[config.mk]
export PLATFORM = sky130hd
export DESIGN_NAME = apb_master
export DESIGN_NICKNAME = d
export VERILOG_FILES = /design/src/rtl/apb_pkg.sv /design/src/rtl/apb_wait_timer.sv /design/src/rtl/apb_master.sv
export SDC_FILE = /design/constraint.sdc
export NUM_CORES = 1
export LEC_CHECK = 0
export CORE_UTILIZATION = 42
export CTS_CLUSTER_SIZE = 24
export DETAILED_ROUTE_END_ITERATION = 10
export PLACE_DENSITY = 0.8
export SLEW_MARGIN = 20
export SYNTH_ARGS = -nofsm -noshare
export SYNTH_HDL_FRONTEND = slang
export SYNTH_SLANG_ARGS = --single-unit
[constraint.sdc]
create_clock -name p_clk -period 2.1 [get_ports p_clk]
set_input_delay 0.42 -clock p_clk [delete_from_list [all_inputs] [get_ports p_clk]]
set_output_delay 0.42 -clock p_clk [all_outputs]
set_load 0.03 [all_outputs]
[src/rtl/apb_pkg.sv]
// apb_pkg: shared FSM state type and APB data/strobe widths for apb_master
package apb_pkg;
    localparam int APB_DATA_W = 32;
    localparam int APB_STRB_W = 4;
    typedef enum logic [1:0] {
        IDLE   = 2'd0,
        SETUP  = 2'd1,
        ACCESS = 2'd2,
        RESP   = 2'd3
    } apb_state_e;
endpackage

[src/rtl/apb_wait_timer.sv]
// apb_wait_timer: counts stalled ACCESS cycles and flags when the limit is reached
module apb_wait_timer #(
    parameter int TimeoutCycles = 16
) (
    input  logic p_clk,
    input  logic p_resetn,
    input  logic clear,
    input  logic en,
    output logic expired
);
    localparam int CW = $clog2(TimeoutCycles + 1);
    logic [CW-1:0] cnt_q, cnt_d;
    // cnt_q holds stalled cycles already seen, so this cycle is the limit when it is one short
    assign expired = en && (cnt_q == CW'(TimeoutCycles - 1));
    // next count: restart for each transfer, advance on every stalled cycle
    always_comb begin
        cnt_d = clear ? '0 : en ? cnt_q + CW'(1) : cnt_q;
    end
    // counter register
    always_ff @(posedge p_clk or negedge p_resetn) begin
        if (!p_resetn) cnt_q <= '0;
        else           cnt_q <= cnt_d;
    end
endmodule

[src/rtl/apb_master.sv]
// apb_master: single-outstanding request/response to APB master bridge
// Optional macro APB_MASTER_TIMEOUT_EN bounds the ACCESS wait to TimeoutCycles.
module apb_master
    import apb_pkg::*;
#(
    parameter int AddrBits      = 32,
    parameter int TimeoutCycles = 16
) (
    input  logic                  p_clk,
    input  logic                  p_resetn,
    input  logic                  req_valid,
    output logic                  req_ready,
    input  logic                  req_write,
    input  logic [AddrBits-1:0]   req_addr,
    input  logic [APB_DATA_W-1:0] req_wdata,
    input  logic [APB_STRB_W-1:0] req_strb,
    output logic                  rsp_valid,
    input  logic                  rsp_ready,
    output logic [APB_DATA_W-1:0] rsp_rdata,
    output logic                  rsp_err,
    output logic [AddrBits-1:0]   p_addr,
    output logic                  p_sel,
    output logic                  p_enable,
    output logic                  p_write,
    output logic [APB_DATA_W-1:0] p_wdata,
    output logic [APB_STRB_W-1:0] p_strb,
    input  logic [APB_DATA_W-1:0] p_rdata,
    input  logic                  p_ready,
    input  logic                  p_slverr
);
    apb_state_e            state_q, state_d;
    logic [AddrBits-1:0]   addr_q, addr_d;
    logic                  write_q, write_d;
    logic [APB_DATA_W-1:0] wdata_q, wdata_d;
    logic [APB_STRB_W-1:0] strb_q, strb_d;
    logic [APB_DATA_W-1:0] rdata_q, rdata_d;
    logic                  err_q, err_d;
    logic                  xfer;
    logic                  timeout;

`ifdef APB_MASTER_TIMEOUT_EN
    apb_wait_timer #(.TimeoutCycles(TimeoutCycles)) u_wait_timer (
        .p_clk   (p_clk),
        .p_resetn(p_resetn),
        .clear   (state_q == SETUP),
        .en      (state_q == ACCESS && !p_ready),
        .expired (timeout)
    );
`else
    localparam int unused_timeout_cycles = TimeoutCycles;
    assign timeout = 1'b0;
`endif

    assign xfer      = (state_q == SETUP) || (state_q == ACCESS);
    assign req_ready = p_resetn && (state_q == IDLE);
    assign rsp_valid = (state_q == RESP);
    assign rsp_rdata = rsp_valid ? rdata_q : '0;
    assign rsp_err   = rsp_valid && err_q;
    assign p_sel     = xfer;
    assign p_enable  = (state_q == ACCESS);
    assign p_addr    = xfer ? addr_q : '0;
    assign p_write   = xfer && write_q;
    assign p_wdata   = xfer ? wdata_q : '0;
    assign p_strb    = xfer ? strb_q : '0;

    // FSM transitions, request capture (reads store zero data/strobe) and response capture
    always_comb begin
        state_d = state_q;
        addr_d  = addr_q;
        write_d = write_q;
        wdata_d = wdata_q;
        strb_d  = strb_q;
        rdata_d = rdata_q;
        err_d   = err_q;
        case (state_q)
            IDLE: if (req_valid) begin
                state_d = SETUP;
                addr_d  = req_addr;
                write_d = req_write;
                wdata_d = req_write ? req_wdata : '0;
                strb_d  = req_write ? req_strb : '0;
            end
            SETUP: state_d = ACCESS;
            ACCESS: if (p_ready) begin
                state_d = RESP;
                err_d   = p_slverr;
                rdata_d = write_q ? '0 : p_rdata;
            end else if (timeout) begin
                state_d = RESP;
                err_d   = 1'b1;
                rdata_d = '0;
            end
            RESP: if (rsp_ready) state_d = IDLE;
            default: state_d = IDLE;
        endcase
    end

    // state and captured request/response registers; reset discards any transfer in flight
    always_ff @(posedge p_clk or negedge p_resetn) begin
        if (!p_resetn) begin
            state_q <= IDLE;
            addr_q  <= '0;
            write_q <= 1'b0;
            wdata_q <= '0;
            strb_q  <= '0;
            rdata_q <= '0;
            err_q   <= 1'b0;
        end else begin
            state_q <= state_d;
            addr_q  <= addr_d;
            write_q <= write_d;
            wdata_q <= wdata_d;
            strb_q  <= strb_d;
            rdata_q <= rdata_d;
            err_q   <= err_d;
        end
    end
endmodule

==> results of run 1 <==
[layout make-up]
type	count	area (um2)
Clock buffer	10	229
Clock inverter	4	47.5
Fill cell	885	3570
Inverter	5	18.8
Multi-Input combinational cell	351	2080
Sequential cell	104	2600
Tap cell	140	175
Timing Repair Buffer	228	2300
[where the power goes]
group | switching (mW) | internal [mW] | total (mW)
clock | 0.698 | 0.907 | 1.60
combinational | 4.28 | 3.51 | 7.79
sequential | 0.421 | 2.92 | 3.34
[registers in the layout, summed over array words and instances, names as in the netlist]
| signal | count |
|---|---|
| state_q | 2 |
| err_q | 1 |
| strb_q | 4 |
| addr_q | 32 |
| wdata_q | 32 |
| write_q | 1 |
| rdata_q | 32 |
[Yosys cell counts]
cell,number,area (um2)
nand2_1,106,398
dfrtp_1,104,2600
and2_1,103,644
o21ai_0,68,340
mux2_2,34,383
nand2b_1,32,200
clkbuf_1,24,90.1
buf_2,9,45.0
inv_1,5,18.8
ha_1,4,50.1
a222oi_1,1,10.0
buf_1,1,3.75
buf_6,1,11.3
mux2_1,1,11.3
mux2i_1,1,10.0
nor2_1,1,3.75
[path summary, 6_finish.rpt]
check | start | to | slack [ns] | cells after the start
worst max-delay path | state_q[1] | p_addr[25] | 0.01 | 5
worst min-delay path | p_resetn | rdata_q[3] | 0.14 | 2
worst max register to register | state_q[1] | state_q[1] | 0.25 | 5
worst min register to register | rdata_q[4] | rdata_q[4] | 0.47 | 2
max in group asynchronous | p_resetn | wdata_q[30] | 1.50 | 2
min in group p_clk | rdata_q[4] | rdata_q[4] | 0.47 | 2
[metrics by stage]
stage / cell area, um2 / hold slack (ns) / TNS (ns) / std cells / setup slack (ns)
2_1_floorplan: 4820 / 0.124 / 0 / 495 / 0.179
3_3_place_gp: 6890 / 0.455 / 0 / 823 / 0.198
3_5_place_dp: 6890 / 0.463 / 0 / 823 / 0.134
4_1_cts: 7260 / 0.193 / 0 / 841 / 0.0319
5_1_grt: 7460 / 0.195 / -0.396 / 842 / -0.0454
6_report: 7460 / 0.137 / 0 / 842 / 0.0123
[cells by family (layout without fill, tap and decap cells)]
logic type,after synthesis,in the layout
AO/OA/AOI/OAI,69,69
multiplexers,36,36
adder cells (fa/ha/maj),4,4
buffers and inverters,40,247
AND/OR/NAND/NOR,242,242
flip-flops,104,104
[metal layers]
layer  wire, um  global-route usage [%]  vias up
met2       6340                    37.2      146
li1           -                       -     1978
met4        288                    9.07        0
met1       5240                    25.3     1904
met5          0                       0        -
met3        919                    5.38       22
[worst reg2reg max path, stage by stage, from the launching register on]
cell      delay [ns]
dfrtp_1         0.40
buf_4           0.15
ha_1            0.21
buf_12          0.17
a222oi_1        0.43
mux2_1          0.38
[what timing repair did]
action	in CTS	in global routing
resized for setup	8	48
setup buffers	2	0
pin swaps	1	1
endpoints found under the setup margin	70	36
gates cloned	2	1
==> impl_metrics.toml, run 1 <==
[status]
status = "finished clean"

[critical_path]
cp_max_fo = 17
critical_path_arrival_ns = 1.67
critPathKind = "register to primary output"
crit_slowest_cell = "dfrtp_1"
crit_family = "buffers and inverters"
crit_required_ns = 1.68
slowest_delay_ns = 0.37
crit_chain = "inv_2 -> ha_4 -> clkbuf_16 -> and2_1 -> buf_6"
path_buf_inv = 3
start_kind = "register"
cp-end-kind = "primary output"

[die]
initial_core_util_pct = 43.7
die_y_um = 109
io_pins = 213
die_x_um = 109
rows = 38
dieArea_um2 = 11900
core_area_um2 = 11000

[yosys]
ys_ff_latch = 104
synthCells = 495
synth_area_um2 = 4820
seq_area_frac_synth_pct = 54.0
synth.avg_cell_area_um2 = 9.74
synth_mux_area_share_pct = 8.38
synth_fa_ha_area_share_pct = 1.04
synth-compound-area-share_pct = 7.27
synth_top_family_by_area = "simple AND/OR/NAND/NOR gates"
syn_nets = 606
synthSimpleGateAreaFrac_pct = 25.8
synth_xor_area_share_pct = 0
synth_cell_types = 16
synth_warnings = 0

[detailed_routing]
firstDrtPassIters = 4
vias = 4050
viasPerCell = 4.81
drc = 0
final_antenna_net_count = 0
drt-wirelength-per-cell_um = 15.2
drtIter0Drc = 196
drt_wl_total_mm = 12.8

[cells_and_area]
syn_to_final_growth_pct = 54.6
layout.cells.most_common_list = "105 x nand2_1, 105 x clkdlybuf4s50_1, 104 x dfrtp_1"
layout-drive-gt1-share_pct = 25.2
n_antenna_cell = 0
final_util_pct = 67.6
fin_nets = 810

[global_routing]
grt_pass1_wl_mm = 19.4
grt_use_total_pct = 21.5
grt_overflow_total = 0
grt_max_degree = 105
grt_pass1_vias = 4047
antenna_found_initial = 0

[clock_tree]
cts_root_buf = "clkbuf_16"
cts.path.max_buffers = 2
cts_tree = "built"
clock_latency_ns = 0.34
numCtsBuffers = 9
cts.clk_slew.worst_paths_ns = 0.07
cts.sinks = 104
htreeDepth = 3
ctsHoldBuffers = 0

[timing]
slew_headroom_pct = 61.6
rsz0062_at_grt = "true"
hold_viol_final = 0
fmax_mhz = 479
clock_skew_ns = 0.00739
setup_viol = 0
fin_crit_ns = 2.09
period_share_pct = 99.4
maxSlewViolCount = 0
worst_pin_slew_ns = 0.576

[power]
ir_worst_vdd_uv = 1040
power_mw = 12.7
power_leakage_nw = 3.49
p_per_area_nw_per_um2 = 1710

[placed_design]
dp.final_hpwl_mm = 8.48
numPortBuffers = 212
gp_congestion = 0.746

[worst_hold_path]
worstHoldPathType = "input pin to asynchronous set/reset pin"

[run]
drv_cap = 0
Power figures use the tool's default switching activity.
==> run 2, diff against run 1 <==
- CELL_PAD_IN_SITES_DETAIL_PLACEMENT: default -> 0
- CELL_PAD_IN_SITES_GLOBAL_PLACEMENT: default -> 2
- CORE_UTILIZATION: 42 -> 24
- PLACE_DENSITY: 0.8 -> default
- PLACE_DENSITY_LB_ADDON: default -> 0.1
==> impl_metrics.toml, run 2 (synthesized netlist as in run 1, its figures left out) <==
[timing]
rsz0062_at_grt = "true"
clock_skew_ns = 0.00572
slew_headroom_pct = 45.3
period_share_pct = 104
hold_viol_final = 0
setup_tns_ns = -4.32
setup_slack_ns = -0.0839
worst_pin_slew_ns = 0.820
setup_viol = 69
fin_crit_ns = 2.18
maxSlewViolCount = 0
fmax_mhz = 458
timing.hold.ws_ns = 0.184

[global_routing]
grt_overflow_total = 0
grt_max_degree = 60
grt_pass1_wl_mm = 23.7
grt_pass1_vias = 4216
antenna_found_initial = 1
grt_use_total_pct = 15.6

[placed_design]
numPortBuffers = 212
place_inst = 950
dp.final_hpwl_mm = 9.71
dpl_cell_area_um2 = 7060
gp_congestion = 0.698
preCtsSetupSlack_ns = 0.149

[worst_hold_path]
worstHoldPathType = "input pin to asynchronous set/reset pin"

[cells_and_area]
final_util_pct = 41.8
stdcell_area_um2 = 8190
layout-drive-gt1-share_pct = 36.2
reg_top3 = "addr_q: 32 flops, rdata_q: 32 flops, wdata_q: 32 flops"
fin_cells = 986
fin_nets = 827
layout.cells.most_common_list = "105 x clkdlybuf4s50_1, 104 x nand2_1, 104 x dfrtp_1"
layout_commonest_cell = "clkdlybuf4s50_1"
syn_to_final_growth_pct = 69.8
n_antenna_cell = 0

[die]
initial_core_util_pct = 24.6
rows = 51
die_y_um = 144
io_pins = 213
dieArea_um2 = 20700
die_x_um = 144
core_area_um2 = 19600

[detailed_routing]
drt-wirelength-per-cell_um = 16.3
final_antenna_net_count = 0
vias = 4125
firstDrtPassIters = 4
viasPerCell = 4.18
drtIter0Drc = 84
drc = 0
drt_wl_total_mm = 16.1

[power]
power_mw = 15.4
power_leakage_nw = 3.78
p_per_area_nw_per_um2 = 1880
ir_worst_vdd_uv = 809

[clock_tree]
htreeDepth = 3
clock_latency_ns = 0.35
cts_tree = "built"
numCtsBuffers = 9
cts_root_buf = "clkbuf_16"
cts.clk_slew.worst_paths_ns = 0.07
cts.sinks = 104
cts.path.max_buffers = 2

[status]
status = "finished, violations left"
violations = "negative setup slack"

[critical_path]
cp-end-kind = "primary output"
critical_path_arrival_ns = 1.76
cp_max_fo = 8
start_kind = "register"
critPathKind = "register to primary output"
crit_required_ns = 1.68

[run]
drv_cap = 0
run 2: where the power goes:
group / internal (mW) / total, mW / switching (mW) / leakage, nW
Sequential: 2.91 / 3.36 / 0.448 / 1.30
Combinational: 5.13 / 10.1 / 5.01 / 2.32
Clock: 1.06 / 1.89 / 0.829 / 0.157
Total: 9.11 / 15.4 / 6.29 / 3.78
run 2: worst max-delay path: stages, from the launching register on:
cell       delay (ns)
dfrtp_1          0.41
inv_2            0.08
ha_4             0.33
clkbuf_16        0.18
buf_16           0.14
and2_4           0.14
buf_6            0.12
run 2: repair_timing:
action | CTS | global route
cloned | 6 | 6
resized for setup | 108 | 41
hold buffers | 0 | 0
endpoints found under the setup margin | 94 | 91
pin swaps | 19 | 31
buffers inserted | 6 | 2
run 2: final timing paths:
check	cells after the start	endpoint	start	slack [ns]
setup reg to reg	7	state_q[1]	state_q[0]	0.02
setup / recovery	6	p_wdata[16]	state_q[0]	-0.08
min in group p_clk	2	rdata_q[29]	rdata_q[29]	0.48
max in group asynchronous	2	wdata_q[1]	p_resetn	1.27
hold / removal	2	rdata_q[19]	p_resetn	0.18
hold reg to reg	2	rdata_q[29]	rdata_q[29]	0.48
run 2: area by class of cell:
type	instances	area, um2
inverters	5	18.8
flip-flops and latches	104	2600
well taps	265	332
clock inverters	7	103
clock buffers	9	225
repair buffers	245	2660
multi-input cells	351	2250
fillers	1960	11400
run 2: per-layer routing:
metal / routed length, um / GRT usage (%) / vias up
met4: 198 / 5.04 / 2
met1: 7080 / 19.8 / 1947
met2: 7490 / 24.7 / 139
met5: 17 / 0 / -
li1: - / - / 2023
met3: 1300 / 5.16 / 14
==> run 3, diff against run 2 <==
- CAP_MARGIN: default -> 20
- SKIP_CTS_REPAIR_TIMING: default -> 1
==> impl_metrics.toml, run 3 (synthesized netlist as in run 1, its figures left out) <==
[status]
status = "finished, violations left"
violations = "negative setup slack"

[die]
core_area_um2 = 19600
rows = 51
die_y_um = 144
initial_core_util_pct = 24.6
die_x_um = 144
dieArea_um2 = 20700
io_pins = 213

[critical_path]
crit_family = "buffers and inverters"
critical_path_arrival_ns = 1.71
slowest_delay_ns = 0.39
cp-end-kind = "primary output"
cp_max_fo = 17
crit_slowest_cell = "dfrtp_1"
start_kind = "register"
critPathKind = "register to primary output"
crit_required_ns = 1.68
crit_chain = "inv_1 -> ha_4 -> buf_8 -> and2_1 -> buf_4"
path_buf_inv = 3

[clock_tree]
cts.clk_slew.worst_paths_ns = 0.07
clock_latency_ns = 0.35
numCtsBuffers = 9
cts_tree = "built"
cts_root_buf = "clkbuf_16"
cts.sinks = 104
cts.path.max_buffers = 2
htreeDepth = 3

[detailed_routing]
drc = 0
met3_wirelength_mm = 1.27
wl_met1_mm = 6.33
highest_layer = "met5"
drt-wirelength-per-cell_um = 15.0
drt_wl_total_mm = 14.5
firstDrtPassIters = 5
drtIter0Drc = 79
vias = 4013
viasPerCell = 4.14
dr_wl_met2_mm = 6.69
final_antenna_net_count = 0

[power]
power_leakage_nw = 3.49
ir_worst_vdd_uv = 769
p_per_area_nw_per_um2 = 1680
power_mw = 12.6

[worst_hold_path]
worstHoldPathType = "input pin to asynchronous set/reset pin"

[run]
drv_cap = 0

[cells_and_area]
fin_cells = 970
layout-drive-gt1-share_pct = 25.8
reg_top3 = "addr_q: 32 flops, rdata_q: 32 flops, wdata_q: 32 flops"
n_antenna_cell = 0
layout.cells.most_common_list = "107 x buf_4, 105 x clkdlybuf4s50_1, 104 x nand2_1, 104 x dfrtp_1, 98 x and2_1"
fillerInstances = 2022
syn_to_final_growth_pct = 55.7
fin_nets = 811
final_util_pct = 38.3
layout_commonest_cell = "buf_4"

[placed_design]
gp_congestion = 0.698
dp.final_hpwl_mm = 9.71
place_inst = 950
numPortBuffers = 212

[timing]
setup_viol = 60
maxSlewViolCount = 0
fmax_mhz = 468
slew_headroom_pct = 46.3
clock_skew_ns = 0.00697
setup_slack_ns = -0.0349
rsz0062_at_grt = "true"
hold_viol_final = 0
period_share_pct = 102
fin_crit_ns = 2.13
worst_pin_slew_ns = 0.806

[global_routing]
grt_pass1_wl_mm = 21.6
grt_max_degree = 72
grt_use_total_pct = 13.8
grt_overflow_total = 0
antenna_found_initial = 1
grt_pass1_vias = 4110
## run 3: area by class of cell
class | count | area (um2) | share of cell area (%)
flip-flops and latches | 104 | 2600 | 34.7
well taps | 265 | 332 | 4.42
clock inverters | 7 | 103 | 1.37
clock buffers | 9 | 225 | 3.00
multi-input cells | 351 | 2090 | 27.8
repair buffers | 229 | 2140 | 28.5
inverters | 5 | 18.8 | 0.250
## run 3: path summary, 6_finish.rpt
| path | startpoint | to | slack [ns] | cells after the start |
|---|---|---|---|---|
| min | p_resetn | rdata_q[19] | 0.18 | 2 |
| max reg2reg | state_q[1] | state_q[1] | 0.26 | 5 |
| max in group asynchronous | p_resetn | wdata_q[1] | 1.29 | 2 |
| max | state_q[1] | p_addr[10] | -0.03 | 5 |
| min reg2reg | wdata_q[12] | wdata_q[12] | 0.47 | 2 |
| min in group p_clk | wdata_q[12] | wdata_q[12] | 0.47 | 2 |
## run 3: through the flow
| stage | setup TNS, ns | hold WS (ns) | area [um2] | worst slack, ns |
|---|---|---|---|---|
| after floorplan | 0 | 0.124 | 4820 | 0.179 |
| after global placement | 0 | 0.455 | 7060 | 0.163 |
| after detailed placement | 0 | 0.463 | 7060 | 0.149 |
| after CTS | -13.76 | 0.207 | 7390 | -0.208 |
| after global routing | -8.42 | 0.221 | 7510 | -0.124 |
| final | -1.15 | 0.178 | 7510 | -0.0349 |
## run 3: metal layers
metal  vias to the layer above  track usage, %
li1                       1985               -
met1                      1880            16.8
met2                       132            22.5
met3                        14            4.87
met4                         2            5.04
met5                         -               0
## run 3: power breakdown
part	internal, mW	total, mW	leakage, nW	switching [mW]
clock network	1.06	1.87	0.157	0.809
registers	2.91	3.30	1.30	0.392
logic	3.17	7.42	2.03	4.25
